`src/rtl/pd_log_pkg.sv`:
```
// Shared defaults and constants for the pattern-detect match logger.
package pd_log_pkg;

  localparam int DATA_W_DEF = 21;
  localparam int TS_W_DEF   = 16;
  localparam int DEPTH_DEF  = 8;
  localparam int CNT_W_DEF  = 16;

  // One FIFO entry is {timestamp, product word}.
  localparam int ENTRY_W = TS_W_DEF + DATA_W_DEF;

  localparam logic [CNT_W_DEF-1:0] CNT_MAX = '1;

endpackage

```
`src/rtl/pd_log_fifo.sv`:
```
// Synchronous show-ahead FIFO; a push into a full FIFO is accepted when a pop
// happens in the same cycle.
module pd_log_fifo
  import pd_log_pkg::*;
#(
  parameter int WIDTH = ENTRY_W,
  parameter int DEPTH = DEPTH_DEF
) (
  input  logic                     clk,
  input  logic                     rst_n,
  input  logic                     push,
  input  logic [WIDTH-1:0]         din,
  input  logic                     pop,
  output logic [WIDTH-1:0]         dout,
  output logic                     valid,
  output logic                     full,
  output logic [$clog2(DEPTH):0]   level
);

  localparam int AW = $clog2(DEPTH);

  logic [WIDTH-1:0] mem [DEPTH];
  logic [AW-1:0]    wr_ptr;
  logic [AW-1:0]    rd_ptr;
  logic [AW:0]      level_q;
  logic             empty;
  logic             do_push;
  logic             do_pop;

  assign empty   = (level_q == '0);
  assign full    = (level_q == (AW + 1)'(DEPTH));
  assign do_pop  = pop & ~empty;
  assign do_push = push & (~full | do_pop);

  // NOTE: non-blocking assignments in clocked blocks so every flop samples
  // the pre-edge value of its neighbours, independent of statement order.
  always_ff @(posedge clk or negedge rst_n) begin
    if (!rst_n) begin
      wr_ptr  <= '0;
      rd_ptr  <= '0;
      level_q <= '0;
    end else begin
      if (do_push) wr_ptr <= wr_ptr + 1'b1;
      if (do_pop)  rd_ptr <= rd_ptr + 1'b1;
      case ({do_push, do_pop})
        2'b10:   level_q <= level_q + 1'b1;
        2'b01:   level_q <= level_q - 1'b1;
        default: level_q <= level_q;
      endcase
    end
  end

  // NOTE: storage is deliberately not reset; the pointers and level define
  // which words are meaningful, and the head is forced to zero while empty.
  always_ff @(posedge clk) begin
    if (do_push) mem[wr_ptr] <= din;
  end

  assign dout  = empty ? '0 : mem[rd_ptr];
  assign valid = ~empty;
  assign level = level_q;

endmodule

```
`src/rtl/pd_match_logger.sv`:
```
// Time-stamps detector matches into a FIFO with saturating counters.
// Define PD_LOG_EDGE_EN to log only the rising edge of a match run.
module pd_match_logger
  import pd_log_pkg::*;
#(
  parameter int DATA_W = DATA_W_DEF,
  parameter int TS_W   = TS_W_DEF,
  parameter int DEPTH  = DEPTH_DEF,
  parameter int CNT_W  = CNT_W_DEF
) (
  input  logic                   clk,
  input  logic                   rst_n,
  input  logic                   en_i,
  input  logic [DATA_W-1:0]      c_i,
  input  logic                   ones_i,
  input  logic                   clr_i,
  output logic                   m_valid_o,
  input  logic                   m_ready_i,
  output logic [DATA_W-1:0]      m_data_o,
  output logic [TS_W-1:0]        m_ts_o,
  output logic [CNT_W-1:0]       match_cnt_o,
  output logic [CNT_W-1:0]       drop_cnt_o,
  output logic [$clog2(DEPTH):0] level_o,
  output logic                   overflow_o
);

  localparam logic [CNT_W-1:0] SAT = '1;

  logic [TS_W-1:0]        ts_q;
  logic                   evt;
  logic                   pop;
  logic                   full;
  logic                   accept;
  logic                   drop;
  logic [TS_W+DATA_W-1:0] head;
  logic [CNT_W-1:0]       match_q;
  logic [CNT_W-1:0]       drop_q;
  logic                   ovf_q;

`ifdef PD_LOG_EDGE_EN
  logic prev_q;

  // Previous qualified match; an idle (en_i low) cycle breaks the run.
  always_ff @(posedge clk or negedge rst_n) begin
    if (!rst_n) prev_q <= 1'b0;
    else        prev_q <= en_i & ones_i;
  end

  assign evt = en_i & ones_i & ~prev_q;
`else
  assign evt = en_i & ones_i;
`endif

  assign pop    = m_valid_o & m_ready_i;
  assign accept = evt & (~full | pop);
  assign drop   = evt & ~accept;

  always_ff @(posedge clk or negedge rst_n) begin
    if (!rst_n) ts_q <= '0;
    else        ts_q <= ts_q + 1'b1;
  end

  // Clear wins over a coincident event; the entry itself is still pushed.
  always_ff @(posedge clk or negedge rst_n) begin
    if (!rst_n) begin
      match_q <= '0;
      drop_q  <= '0;
      ovf_q   <= 1'b0;
    end else if (clr_i) begin
      match_q <= '0;
      drop_q  <= '0;
      ovf_q   <= 1'b0;
    end else begin
      if (evt && match_q != SAT) match_q <= match_q + 1'b1;
      if (drop && drop_q != SAT) drop_q  <= drop_q + 1'b1;
      if (drop)                  ovf_q   <= 1'b1;
    end
  end

  pd_log_fifo #(
    .WIDTH (TS_W + DATA_W),
    .DEPTH (DEPTH)
  ) u_fifo (
    .clk   (clk),
    .rst_n (rst_n),
    .push  (accept),
    .din   ({ts_q, c_i}),
    .pop   (pop),
    .dout  (head),
    .valid (m_valid_o),
    .full  (full),
    .level (level_o)
  );

  assign m_ts_o      = head[TS_W+DATA_W-1:DATA_W];
  assign m_data_o    = head[DATA_W-1:0];
  assign match_cnt_o = match_q;
  assign drop_cnt_o  = drop_q;
  assign overflow_o  = ovf_q;

endmodule

```
`config.mk`:
```
export PLATFORM = sky130hd
export DESIGN_NAME = pd_match_logger
export DESIGN_NICKNAME = d
export VERILOG_FILES = /design/src/rtl/pd_log_pkg.sv /design/src/rtl/pd_log_fifo.sv /design/src/rtl/pd_match_logger.sv
export SDC_FILE = /design/constraint.sdc
export NUM_CORES = 1
export LEC_CHECK = 0
export ABC_CLOCK_PERIOD_IN_PS = 8900
export BUFFER_PORTS_ARGS = -buffer_cell sky130_fd_sc_hd__buf_2
export CORE_MARGIN = 2
export CORE_UTILIZATION = 30
export CTS_CLUSTER_DIAMETER = 100
export DETAILED_ROUTE_END_ITERATION = 12
export MAX_ROUTING_LAYER = met4
export SYNTH_ARGS = -nofsm -noshare
export SYNTH_HDL_FRONTEND = slang
export SYNTH_SLANG_ARGS = --single-unit
```
`constraint.sdc`:
```
create_clock -name clk -period 8.9 [get_ports clk]
set_clock_uncertainty 0.15 [all_clocks]
set_input_delay 1.78 -clock clk [delete_from_list [all_inputs] [get_ports clk]]
set_output_delay 1.78 -clock clk [all_outputs]
set_load 0.01 [all_outputs]
```
==> results.py <==
metrics = {
    "cells_and_area": {
        "drive_gt1_frac": 0.288,
        "postLayoutCoreUtil": 0.355,
        "nets": 938,
        "diodes": 0,
        "synthToLayoutAreaGrowth_pct": 17.5,
    },
    "cts": {
        "cts_num_sinks": 355,
        "path_clk_slew_ns": 0.06,
        "cts_setup_buffers": 0,
        "cts-root-buf": "clkbuf_16",
        "hold_buffers": 0,
        "cts_resized": 0,
        "htreeDepth": 2,
        "clk-insertion-delay-late_ns": 0.53,
        "clockBufferDepth": 3,
        "cts_tree": "yes",
        "cts_buffers": 38,
    },
    "yosys": {
        "synth_ff_type": "edfxtp_1",
        "ys_seq_elements": 355,
        "syn_avg_cell_area_um2": 18.3,
        "synthCells": 783,
        "syn_nets": 818,
        "async_flop_share": 0.166,
        "yosysSeqAreaShare": 0.723,
        "synth_edf_count": 296,
        "yosysUniqueCellTypes": 51,
        "ys.warnings.count": 0,
        "synthesis.area_um2": 14300,
    },
    "min_path": {
        "min_from": "u_fifo.wr_ptr[0]",
        "hold_path_class": "reg2reg",
        "hold_depth": 1,
        "holdPathEnd": "u_fifo.wr_ptr[0]",
    },
    "place": {
        "hpwlAfterDp_um": 15900,
        "pre_cts_ws_ns": 3.91,
        "place.gp.congestion": 0.776,
        "numPortBuffers": 101,
    },
    "floorplan": {
        "initial_utilization": 0.302,
        "pin_count": 102,
        "die_h_um": 223,
        "rows": 80,
        "die_area_um2": 49600,
        "fp.dieW_um": 223,
        "core_um2": 47400,
    },
    "detailed_routing": {
        "wl_per_cell_um": 19.4,
        "first_pass_iters": 4,
        "vias": 7475,
        "drc": 0,
        "ant_nets": 0,
        "wl_um": 30000,
        "vias_per_cell": 4.84,
        "drtIter0Drc": 394,
    },
    "global_routing": {
        "gr-total-overflow": 0,
        "grt_usage": 0.126,
        "grt_pass1_wl_um": 46700,
        "grt_pass1_vias": 7865,
        "grt_max_degree": 62,
        "antenna_found_initial": 0,
    },
    "timing": {
        "finalSetupViolCount": 0,
        "period_minus_slack_ns": 5.34,
        "rsz0062_at_grt": "no",
        "slew-limit-headroom": 0.290,
        "final_max_slew_viol_count": 0,
        "hold_viol": 0,
        "tns_ns": 0,
        "tightestPinTransition_ns": 1.06,
        "hold_ws_ns": 0.365,
        "finalCritPeriodShare": 0.600,
        "fmax_mhz": 187,
        "setup_ws_ns": 3.56,
    },
    "worst_setup_path": {
        "worstPathArrival_ns": 3.41,
        "reg2reg_depth": 5,
        "required_ns": 6.97,
        "crit_type": "reg2out",
        "critPathSlowestCell": "buf_4",
        "crit_chain": "buf_4, mux4_2, mux2i_1, nor2_1, buf_2",
        "crit_path_end_kind": "output port",
        "cp-start-kind": "flop",
        "cp_max_fo": 51,
        "r2r-start": "u_fifo.level[1]",
        "r2r_end": "u_fifo.mem[6][16]",
        "cpPeakStageDelay_ns": 0.91,
        "reg2reg_setup_slack_ns": 5.72,
    },
    "outcome": {
        "outcome": "completed",
    },
    "pwr": {
        "fin_total_pwr_mw": 4.85,
        "power_density_nw_per_um2": 288,
        "peakVddDrop_uv": 149,
        "leakage_nw": 5.83,
    },
    "job": {
        "cap_viol_max_count": 0,
    },
}
## flip-flops by register name, indices dropped and copies added (netlist names)
name / flops
match_cnt_o: 16
ts_q: 16
u_fifo.level: 4
overflow_o: 1
u_fifo.mem: 296
u_fifo.rd_ptr: 3
u_fifo.wr_ptr: 3
drop_cnt_o: 16
## metrics by stage
step / std cells / area (um2)
6_report: 1546 / 16900
3_3_place_gp: 1478 / 15600
4_1_cts: 1546 / 16900
5_1_grt: 1546 / 16900
2_1_floorplan: 783 / 14300
3_5_place_dp: 1478 / 15600
## placed cells by master (no fill, tap or decap), drive strengths merged, types with 16 or more instances in the layout
master / count
edfxtp: 296
buf: 114
mux4: 74
dfrtp: 59
nor2: 52
clkbuf: 49
mux2i: 37
a21oi: 28
nand2: 24
or4: 17
o31ai: 16
## synth_stat cells (8+ instances only)
cell | n | area (um2)
edfxtp_1 | 296 | 8890
xor2_1 | 10 | 87.6
ha_1 | 8 | 100
o21ai_0 | 9 | 45.0
nand2_1 | 24 | 90.1
a21oi_1 | 28 | 140
nor2_1 | 52 | 195
inv_1 | 11 | 41.3
or4_1 | 17 | 128
o31ai_1 | 16 | 120
nand4_1 | 13 | 81.3
mux2i_1 | 37 | 370
mux4_2 | 74 | 1670
clkbuf_1 | 11 | 41.3
buf_2 | 13 | 65.1
xnor2_1 | 13 | 114
nand3_1 | 14 | 70.1
dfrtp_1 | 59 | 1480
## report_power, final
group	total (mW)	switching, mW	internal, mW
clock network	1.58	0.643	0.940
logic	1.21	0.635	0.571
registers	2.06	0.127	1.93
total	4.85	1.40	3.44
## logic make-up after synthesis
group	after synthesis	synth area share
flops	355	0.723
simple gates	171	0.0672
mux	117	0.147
compound gates	64	0.0276
buf+inv	45	0.0147
xor+xnor	23	0.0140
fa+ha+maj	8	0.00698
## area by class of cell
| type | instances | area (um2) |
|---|---|---|
| inverter | 11 | 41.3 |
| clock inverter | 19 | 209 |
| sequential | 355 | 10400 |
| clock buffer | 49 | 1030 |
| multi-input combinational | 383 | 3830 |
| timing repair buffer | 114 | 603 |
| tap | 615 | 769 |
| fill | 4485 | 30600 |
## worst max-delay path: cells and delay by family (launching register included)
family	cells	cell delay (ns)
and+or+nand+nor	1	0.09
DFF	1	0.79
buffers and inverters	2	1.08
muxes	2	0.88
## layer usage
layer | share of wire | global-route usage | vias to the layer above
met3 | 0.049 | 0.0239 | 42
met5 | 0 | - | -
met4 | 0.020 | 0.0342 | 0
met1 | 0.45 | 0.164 | 3859
li1 | - | - | 3403
met2 | 0.48 | 0.202 | 171
## worst max-delay path by stage
stage | slack, ns | startpoint | cells past startpoint | end
2_1_floorplan | 3.25 | en_i | 4 | u_fifo.mem[1][0]
5_1_grt | 3.20 | u_fifo.rd_ptr[0] | 5 | m_ts_o[11]
6_report | 3.56 | u_fifo.rd_ptr[0] | 5 | m_ts_o[11]
3_5_place_dp | 3.91 | u_fifo.rd_ptr[0] | 5 | m_ts_o[11]
3_3_place_gp | 3.92 | u_fifo.rd_ptr[0] | 5 | m_ts_o[11]
4_1_cts | 3.33 | u_fifo.rd_ptr[0] | 5 | m_ts_o[11]
Note: power is estimated with default switching activity, not from simulation.
